--- src/rtl/vga_pkg.sv ---
// rtl/vga_pkg.sv - shared VGA timing defaults and types
package vga_pkg;

  localparam int DEF_H_ACTIVE = 640;
  localparam int DEF_H_FP     = 16;
  localparam int DEF_H_SYNC   = 96;
  localparam int DEF_H_BP     = 48;
  localparam int DEF_V_ACTIVE = 480;
  localparam int DEF_V_FP     = 10;
  localparam int DEF_V_SYNC   = 2;
  localparam int DEF_V_BP     = 33;

  typedef enum logic [1:0] {
    IDLE,
    RUN,
    DRAIN
  } state_e;

  typedef struct packed {
    logic [7:0] r;
    logic [7:0] g;
    logic [7:0] b;
  } rgb_t;

endpackage

--- src/rtl/vga_timing_gen_if.sv ---
// rtl/vga_timing_gen_if.sv - pixel-side bundle between the timing generator and its consumers
interface vga_timing_gen_if #(
  parameter int CW = 10
);
  import vga_pkg::*;

  logic          enable;
  rgb_t          rgb_in;
  logic          pix_en;
  logic [CW-1:0] x;
  logic [CW-1:0] y;
  logic          active;
  logic          line_start;
  logic          frame_start;
  logic          h_sync;
  logic          v_sync;
  logic          de;
  logic [7:0]    R_dac;
  logic [7:0]    G_dac;
  logic [7:0]    B_dac;
  logic          busy;

  modport master (
    input  enable, rgb_in,
    output pix_en, x, y, active, line_start, frame_start,
           h_sync, v_sync, de, R_dac, G_dac, B_dac, busy
  );

  modport slave (
    output enable, rgb_in,
    input  pix_en, x, y, active, line_start, frame_start,
           h_sync, v_sync, de, R_dac, G_dac, B_dac, busy
  );

endinterface

--- src/rtl/vga_delay_line.sv ---
// rtl/vga_delay_line.sv - DEPTH-stage shift register plus one output register, stepped by adv
module vga_delay_line #(
  parameter int               DEPTH = 2,
  parameter int               WIDTH = 1,
  parameter logic [WIDTH-1:0] FILL  = '0
) (
  input  logic             clk_50,
  input  logic             reset,
  input  logic             clear,
  input  logic             adv,
  input  logic [WIDTH-1:0] din,
  output logic [WIDTH-1:0] dout
);

  logic [WIDTH-1:0] stage [DEPTH+1];

  always_ff @(posedge clk_50) begin
    if (reset || clear) begin
      for (int i = 0; i <= DEPTH; i++) stage[i] <= FILL;
    end else if (adv) begin
      stage[0] <= din;
      for (int i = 1; i <= DEPTH; i++) stage[i] <= stage[i-1];
    end
  end

  assign dout = stage[DEPTH];

endmodule

--- src/rtl/vga_timing_gen.sv ---
// rtl/vga_timing_gen.sv - VGA timing generator with frame-aligned start/stop and latency-matched outputs
module vga_timing_gen
  import vga_pkg::*;
#(
  parameter int H_ACTIVE = DEF_H_ACTIVE,
  parameter int H_FP     = DEF_H_FP,
  parameter int H_SYNC   = DEF_H_SYNC,
  parameter int H_BP     = DEF_H_BP,
  parameter int V_ACTIVE = DEF_V_ACTIVE,
  parameter int V_FP     = DEF_V_FP,
  parameter int V_SYNC   = DEF_V_SYNC,
  parameter int V_BP     = DEF_V_BP,
  parameter bit HS_POL   = 1'b0,
  parameter bit VS_POL   = 1'b0,
  parameter int CLK_DIV  = 2,
  parameter int PIPE_LAT = 2,
  parameter int CW       = 10
) (
  input  logic              clk_50,
  input  logic              reset,
  vga_timing_gen_if.master  vga
);

  localparam int H_TOTAL = H_ACTIVE + H_FP + H_SYNC + H_BP;
  localparam int V_TOTAL = V_ACTIVE + V_FP + V_SYNC + V_BP;
  localparam int DW      = (CLK_DIV > 1) ? $clog2(CLK_DIV) : 1;
  localparam int DLW     = 27;

  localparam logic [DW-1:0]  DIV_LAST = DW'(CLK_DIV - 1);
  localparam logic [CW-1:0]  X_LAST   = CW'(H_TOTAL - 1);
  localparam logic [CW-1:0]  Y_LAST   = CW'(V_TOTAL - 1);
  localparam logic [CW-1:0]  X_ACT    = CW'(H_ACTIVE);
  localparam logic [CW-1:0]  Y_ACT    = CW'(V_ACTIVE);
  localparam logic [CW-1:0]  HS_ON    = CW'(H_ACTIVE + H_FP);
  localparam logic [CW-1:0]  HS_OFF   = CW'(H_ACTIVE + H_FP + H_SYNC);
  localparam logic [CW-1:0]  VS_ON    = CW'(V_ACTIVE + V_FP);
  localparam logic [CW-1:0]  VS_OFF   = CW'(V_ACTIVE + V_FP + V_SYNC);
  localparam logic [DLW-1:0] DL_FILL  = {~HS_POL, ~VS_POL, 25'd0};

  state_e         state;
  state_e         state_nxt;
  logic [DW-1:0]  div_q;
  logic [CW-1:0]  x_q;
  logic [CW-1:0]  y_q;
  logic           pix_en;
  logic           frame_end;
  logic           act;
  logic           hs_lvl;
  logic           vs_lvl;
  logic [DLW-1:0] dl_in;
  logic [DLW-1:0] dl_out;
  logic           de_d;
  rgb_t           rgb_d;

  assign pix_en    = (state != IDLE) && (div_q == DIV_LAST);
  assign frame_end = pix_en && (x_q == X_LAST) && (y_q == Y_LAST);

  always_ff @(posedge clk_50) begin
    if (reset) state <= IDLE;
    else       state <= state_nxt;
  end

  // A stop request only parks the FSM in DRAIN; IDLE is reached on the last pixel of the frame.
  always_comb begin
    state_nxt = state;
    case (state)
      IDLE:    if (vga.enable) state_nxt = RUN;
      RUN:     if (!vga.enable) state_nxt = DRAIN;
      DRAIN: begin
        if (vga.enable)     state_nxt = RUN;
        else if (frame_end) state_nxt = IDLE;
      end
      default: state_nxt = IDLE;
    endcase
  end

  always_ff @(posedge clk_50) begin
    if (reset || state == IDLE) begin
      div_q <= '0;
      x_q   <= '0;
      y_q   <= '0;
    end else begin
      div_q <= (div_q == DIV_LAST) ? '0 : div_q + 1'b1;
      if (pix_en) begin
        if (x_q == X_LAST) begin
          x_q <= '0;
          y_q <= (y_q == Y_LAST) ? '0 : y_q + 1'b1;
        end else begin
          x_q <= x_q + 1'b1;
        end
      end
    end
  end

  assign act    = (x_q < X_ACT) && (y_q < Y_ACT);
  assign hs_lvl = ((x_q >= HS_ON) && (x_q < HS_OFF)) ? HS_POL : ~HS_POL;
  assign vs_lvl = ((y_q >= VS_ON) && (y_q < VS_OFF)) ? VS_POL : ~VS_POL;
  assign dl_in  = {hs_lvl, vs_lvl, act, vga.rgb_in};

  // Flushing in IDLE guarantees deasserted outputs and no stale pixels on the next start.
  vga_delay_line #(
    .DEPTH (PIPE_LAT),
    .WIDTH (DLW),
    .FILL  (DL_FILL)
  ) u_delay (
    .clk_50 (clk_50),
    .reset  (reset),
    .clear  (state == IDLE),
    .adv    (pix_en),
    .din    (dl_in),
    .dout   (dl_out)
  );

  assign de_d  = dl_out[24];
  assign rgb_d = rgb_t'(dl_out[23:0]);

  assign vga.pix_en      = pix_en;
  assign vga.x           = x_q;
  assign vga.y           = y_q;
  assign vga.active      = act;
  assign vga.line_start  = pix_en && (x_q == '0);
  assign vga.frame_start = pix_en && (x_q == '0) && (y_q == '0);
  assign vga.h_sync      = dl_out[26];
  assign vga.v_sync      = dl_out[25];
  assign vga.de          = de_d;
  assign vga.R_dac       = de_d ? rgb_d.r : 8'd0;
  assign vga.G_dac       = de_d ? rgb_d.g : 8'd0;
  assign vga.B_dac       = de_d ? rgb_d.b : 8'd0;
  assign vga.busy        = (state != IDLE);

endmodule

--- src/flat_wrapper.sv ---
// flat-port wrapper written by rule: the top's interface ports become plain ports
module vga_timing_gen_flat import vga_pkg::*;
#(
  parameter int H_ACTIVE = DEF_H_ACTIVE,
  parameter int H_FP     = DEF_H_FP,
  parameter int H_SYNC   = DEF_H_SYNC,
  parameter int H_BP     = DEF_H_BP,
  parameter int V_ACTIVE = DEF_V_ACTIVE,
  parameter int V_FP     = DEF_V_FP,
  parameter int V_SYNC   = DEF_V_SYNC,
  parameter int V_BP     = DEF_V_BP,
  parameter bit HS_POL   = 1'b0,
  parameter bit VS_POL   = 1'b0,
  parameter int CLK_DIV  = 2,
  parameter int PIPE_LAT = 2,
  parameter int CW       = 10
)
  (clk_50, reset, vga_enable, vga_rgb_in, vga_pix_en, vga_x, vga_y, vga_active, vga_line_start, vga_frame_start, vga_h_sync, vga_v_sync, vga_de, vga_R_dac, vga_G_dac, vga_B_dac, vga_busy);
  vga_timing_gen_if #(.CW(CW)) vga_i ();
  input  logic clk_50;
  input  logic reset;
  input wire logic [$bits(vga_i.enable)-1:0] vga_enable;
  input wire logic [$bits(vga_i.rgb_in)-1:0] vga_rgb_in;
  output wire logic [$bits(vga_i.pix_en)-1:0] vga_pix_en;
  output wire logic [$bits(vga_i.x)-1:0] vga_x;
  output wire logic [$bits(vga_i.y)-1:0] vga_y;
  output wire logic [$bits(vga_i.active)-1:0] vga_active;
  output wire logic [$bits(vga_i.line_start)-1:0] vga_line_start;
  output wire logic [$bits(vga_i.frame_start)-1:0] vga_frame_start;
  output wire logic [$bits(vga_i.h_sync)-1:0] vga_h_sync;
  output wire logic [$bits(vga_i.v_sync)-1:0] vga_v_sync;
  output wire logic [$bits(vga_i.de)-1:0] vga_de;
  output wire logic [$bits(vga_i.R_dac)-1:0] vga_R_dac;
  output wire logic [$bits(vga_i.G_dac)-1:0] vga_G_dac;
  output wire logic [$bits(vga_i.B_dac)-1:0] vga_B_dac;
  output wire logic [$bits(vga_i.busy)-1:0] vga_busy;
  assign vga_i.enable = vga_enable;
  assign vga_i.rgb_in = vga_rgb_in;
  assign vga_pix_en = vga_i.pix_en;
  assign vga_x = vga_i.x;
  assign vga_y = vga_i.y;
  assign vga_active = vga_i.active;
  assign vga_line_start = vga_i.line_start;
  assign vga_frame_start = vga_i.frame_start;
  assign vga_h_sync = vga_i.h_sync;
  assign vga_v_sync = vga_i.v_sync;
  assign vga_de = vga_i.de;
  assign vga_R_dac = vga_i.R_dac;
  assign vga_G_dac = vga_i.G_dac;
  assign vga_B_dac = vga_i.B_dac;
  assign vga_busy = vga_i.busy;
  vga_timing_gen #(.H_ACTIVE(H_ACTIVE), .H_FP(H_FP), .H_SYNC(H_SYNC), .H_BP(H_BP), .V_ACTIVE(V_ACTIVE), .V_FP(V_FP), .V_SYNC(V_SYNC), .V_BP(V_BP), .HS_POL(HS_POL), .VS_POL(VS_POL), .CLK_DIV(CLK_DIV), .PIPE_LAT(PIPE_LAT), .CW(CW)) u_core (.clk_50(clk_50), .reset(reset), .vga(vga_i));
endmodule
--- config.mk ---
export PLATFORM = sky130hd
export DESIGN_NAME = vga_timing_gen_flat
export DESIGN_NICKNAME = d
export VERILOG_FILES = /design/src/rtl/vga_pkg.sv /design/src/rtl/vga_timing_gen_if.sv /design/src/rtl/vga_delay_line.sv /design/src/rtl/vga_timing_gen.sv /design/src/flat_wrapper.sv
export SDC_FILE = /design/constraint.sdc
export NUM_CORES = 1
export LEC_CHECK = 0
export ABC_CLOCK_PERIOD_IN_PS = 6900
export CAP_MARGIN = 20
export CORE_UTILIZATION = 56
export DETAILED_ROUTE_END_ITERATION = 7
export GPL_ROUTABILITY_DRIVEN = 0
export MAX_ROUTING_LAYER = met4
export PLACE_DENSITY = 0.85
export SKIP_CTS_REPAIR_TIMING = 1
export SLEW_MARGIN = 30
export SYNTH_ARGS = -nofsm -noshare
export SYNTH_HDL_FRONTEND = slang
export SYNTH_SLANG_ARGS = --single-unit
--- constraint.sdc ---
create_clock -name clk_50 -period 6.9 [get_ports clk_50]
set_input_delay 1.38 -clock clk_50 [delete_from_list [all_inputs] [get_ports clk_50]]
set_output_delay 1.38 -clock clk_50 [all_outputs]
set_load 0.02 [all_outputs]
==> flow_summary_export.csv <==
group,metric,value,unit
run_status,outcome,"finished, final reports clean",
grt,grt_start_max_net_pins,50,
drt,wl_per_cell,13.3,um
logic_synthesis,synth_compound_area_share,3.65,%
logic_synthesis,synth_top_family_by_area,"simple AND/OR/NAND/NOR gates",
logic_synthesis,synth_area_leader_cell,"edfxtp_1",
timing,maxSlewViolCount,0,
final_layout,syn_to_final_growth,24.7,%
timing,fmax,0.259,GHz
hold_path,hp-class,"flop to flop",
flow_run,drv_cap,0,
drt,dr.pass1.iters,4,
clocking,cts_tree,"done",
logic_synthesis,yosys-top-cells-count,"and2_1 (99), edfxtp_1 (81), dfxtp_1 (23)",
timing,setup_viol,0,
logic_synthesis,synthArstFlopShare,0,%
timing,fin_crit,3.86,ns
logic_synthesis,synth_area,4320,sq um
clocking,cts_max_level,3,
die,die_w,89.8,um
timing,worst_pin_slew,0.728,ns
setup_path,crit_path_start,"u_core.state[0]",
logic_synthesis,synth_fa_ha_area_share,1.16,%
logic_synthesis,synthSimpleGateAreaFrac,24.4,%
grt,grt-ovfl-total,0,
grt,grt_usage,19.1,%
drt,routed_wl,6990,um
logic_synthesis,yosys.area_share.xor_xnor,1.62,%
logic_synthesis,synth_cell_types,35,
grt,grt_pass1_wl,11700,um
timing,hold_viol,0,
clocking,cts.sinks,104,
drt,dr.first_iter.drc_count,111,
setup_path,worst-setup-path-type,"flop to primary output",
placement,place_hpwl,4750,um
logic_synthesis,synthMuxAreaShare,0,%
final_layout,nets,452,
logic_synthesis,dominantRegCellSynth,"edfxtp_1",
setup_path,rrSetupSlack,4.64,ns
logic_synthesis,synthMostInstantiatedCell,"and2_1",
setup_path,cp_data_arrival_time,2.48,ns
final_layout,drive_above_1_share,4.93,%
die,die_area,8060,sq um
timing,finalSetupTns,0,ns
die,fp-row-count,31,
logic_synthesis,ys_top_cells_by_area,"edfxtp_1 (56%), and2_1 (14%), dfxtp_1 (11%)",
logic_synthesis,synth_fp_nets,375,
timing,period_share,56.0,%
grt,busiest_layer,"met2",
logic_synthesis,syn_avg_cell_area,12.5,sq um
drt,drc,0,
die,coreArea,7370,sq um
logic_synthesis,syn_inst,344,
die,io_pins,79,
die,start_util,58.6,%
final_layout,antennaDiodeCount,0,
clocking,clk_pin_slew,0.09,ns
die,fp.dieH,89.8,um
timing,slew-limit-headroom,50.2,%
hold_path,hold_start,"u_core.state[1]",
grt,grt_pass1_vias,2540,
timing,whs,0.509,ns
timing,rsz0062_at_grt,"no",
placement,dpl_cell_area,5200,sq um
final_layout,n_fill_cell,510,
drt,antenna_left,0,
timing,skew,0.00812,ns
logic_synthesis,ys_seq_area_share,67.0,%
drt,viasPerCell,5.16,
clocking,clockBufferDepth,2,
logic_synthesis,ys_ff_latch,104,
placement,portBuffers,78,
setup_path,cp-end-kind,"primary output",
grt,grt_util_met2,32.6,%
setup_path,critPathMaxFanout,8,
clocking,cts-root-buf,"clkbuf_8",
grt,grt_use_met3,3.72,%
final_layout,final_util,73.0,%
setup_path,r2r_start,"u_core.state[1]",
clocking,worstSkewPairLatency,0.36,ns
logic_synthesis,synth_edf_count,81,
logic_synthesis,yosysTopAreaCellShare,56.4,%
pwr,ir_drop,0.000125,V
drt,vias,2710,
setup_path,critical_path_required,5.52,ns
pwr,power_leakage,0.00196,uW
setup_path,setup.worst_path.start_class,"flop",
logic_synthesis,ys_warn_count,0,
pwr,p_per_area,202,nW/um^2
final_layout,final_cell_area,5380,sq um
clocking,cts-buffers-inserted,9,
grt,gr-usage-met1,20.8,%
grt,antenna_found_initial,0,
[kinds of logic (layout without fill, tap and decap cells)]
kind of cell	Yosys count	in the layout
simple gates	179	179
flops	104	104
compound gates	27	27
buf+inv	22	104
xor+xnor	8	8
fa+ha+maj	4	4
[layer usage]
metal  routed length (um)  share of wire (%)
met4                  172                2.5
met3                  405                5.8
met1                 2830                 40
met2                 3590                 51
met5                    0                  0
[power by group]
| group | internal [uW] | switching (uW) |
|---|---|---|
| Sequential | 697 | 6.71 |
| Combinational | 22.8 | 23.3 |
| Clock | 134 | 205 |
[layout by cell type, fill, tap and decap left out, types with 2 or more instances in the layout]
master           instances
and2_1                  99
edfxtp_1                81
clkdlybuf4s50_1         78
dfxtp_1                 23
nor2_1                  15
nand2_1                 12
a21oi_1                 11
or3_1                    9
clkbuf_8                 9
nand3_1                  8
nand4_1                  8
inv_1                    6
o21ai_0                  6
or4_1                    5
nor3_1                   5
and3_1                   4
xor2_1                   4
xnor2_1                  4
o31ai_1                  4
ha_1                     4
nor2b_1                  3
clkinvlp_4               3
nand2b_1                 2
clkinv_1                 2
and4_1                   2
a211oi_1                 2
[critical path, cell delays in order (launching register included)]
cell             delay [ns]
dfxtp_1                0.40
or2_2                  0.16
nand2_1                0.18
clkinv_1               0.20
nand3_1                0.10
nor3_1                 0.26
and4_1                 0.22
clkdlybuf4s50_1        0.60
[flip-flops by register name (all words and copies together), names as in the netlist]
signal                count
u_core.state              2
u_core.div_q              1
u_core.vga.y             10
u_core.vga.x             10
u_core.u_delay.stage     81
[final timing paths]
| path | end | cells after the start |
|---|---|---|
| min reg2reg | u_core.state[0] | 1 |
| max | vga_frame_start | 7 |
| max reg2reg | u_core.u_delay.stage[0][32] | 5 |
| min | u_core.state[0] | 1 |
[final cells by class]
class                   count  area (sq um)  share of cell area [%]
clock inverters             7          55.1                    1.02
clock buffers               9           124                    2.30
multi-input cells         218          1340                    24.9
inverters                   8          31.3                   0.581
flip-flops and latches    104          2890                    53.7
well taps                  99           124                    2.30
repair buffers             80           816                    15.2
[through the flow]
step / total power (uW) / std cells / setup slack [ns]
6_report: 1090 / 525 / 3.04
4_1_cts: 1100 / 525 / 3.00
3_5_place_dp: 765 / 509 / 3.16
2_1_floorplan: 737 / 344 / 3.29
3_3_place_gp: 762 / 508 / 3.24
5_1_grt: 1130 / 525 / 2.84
Note: power is estimated with default switching activity, not from simulation.
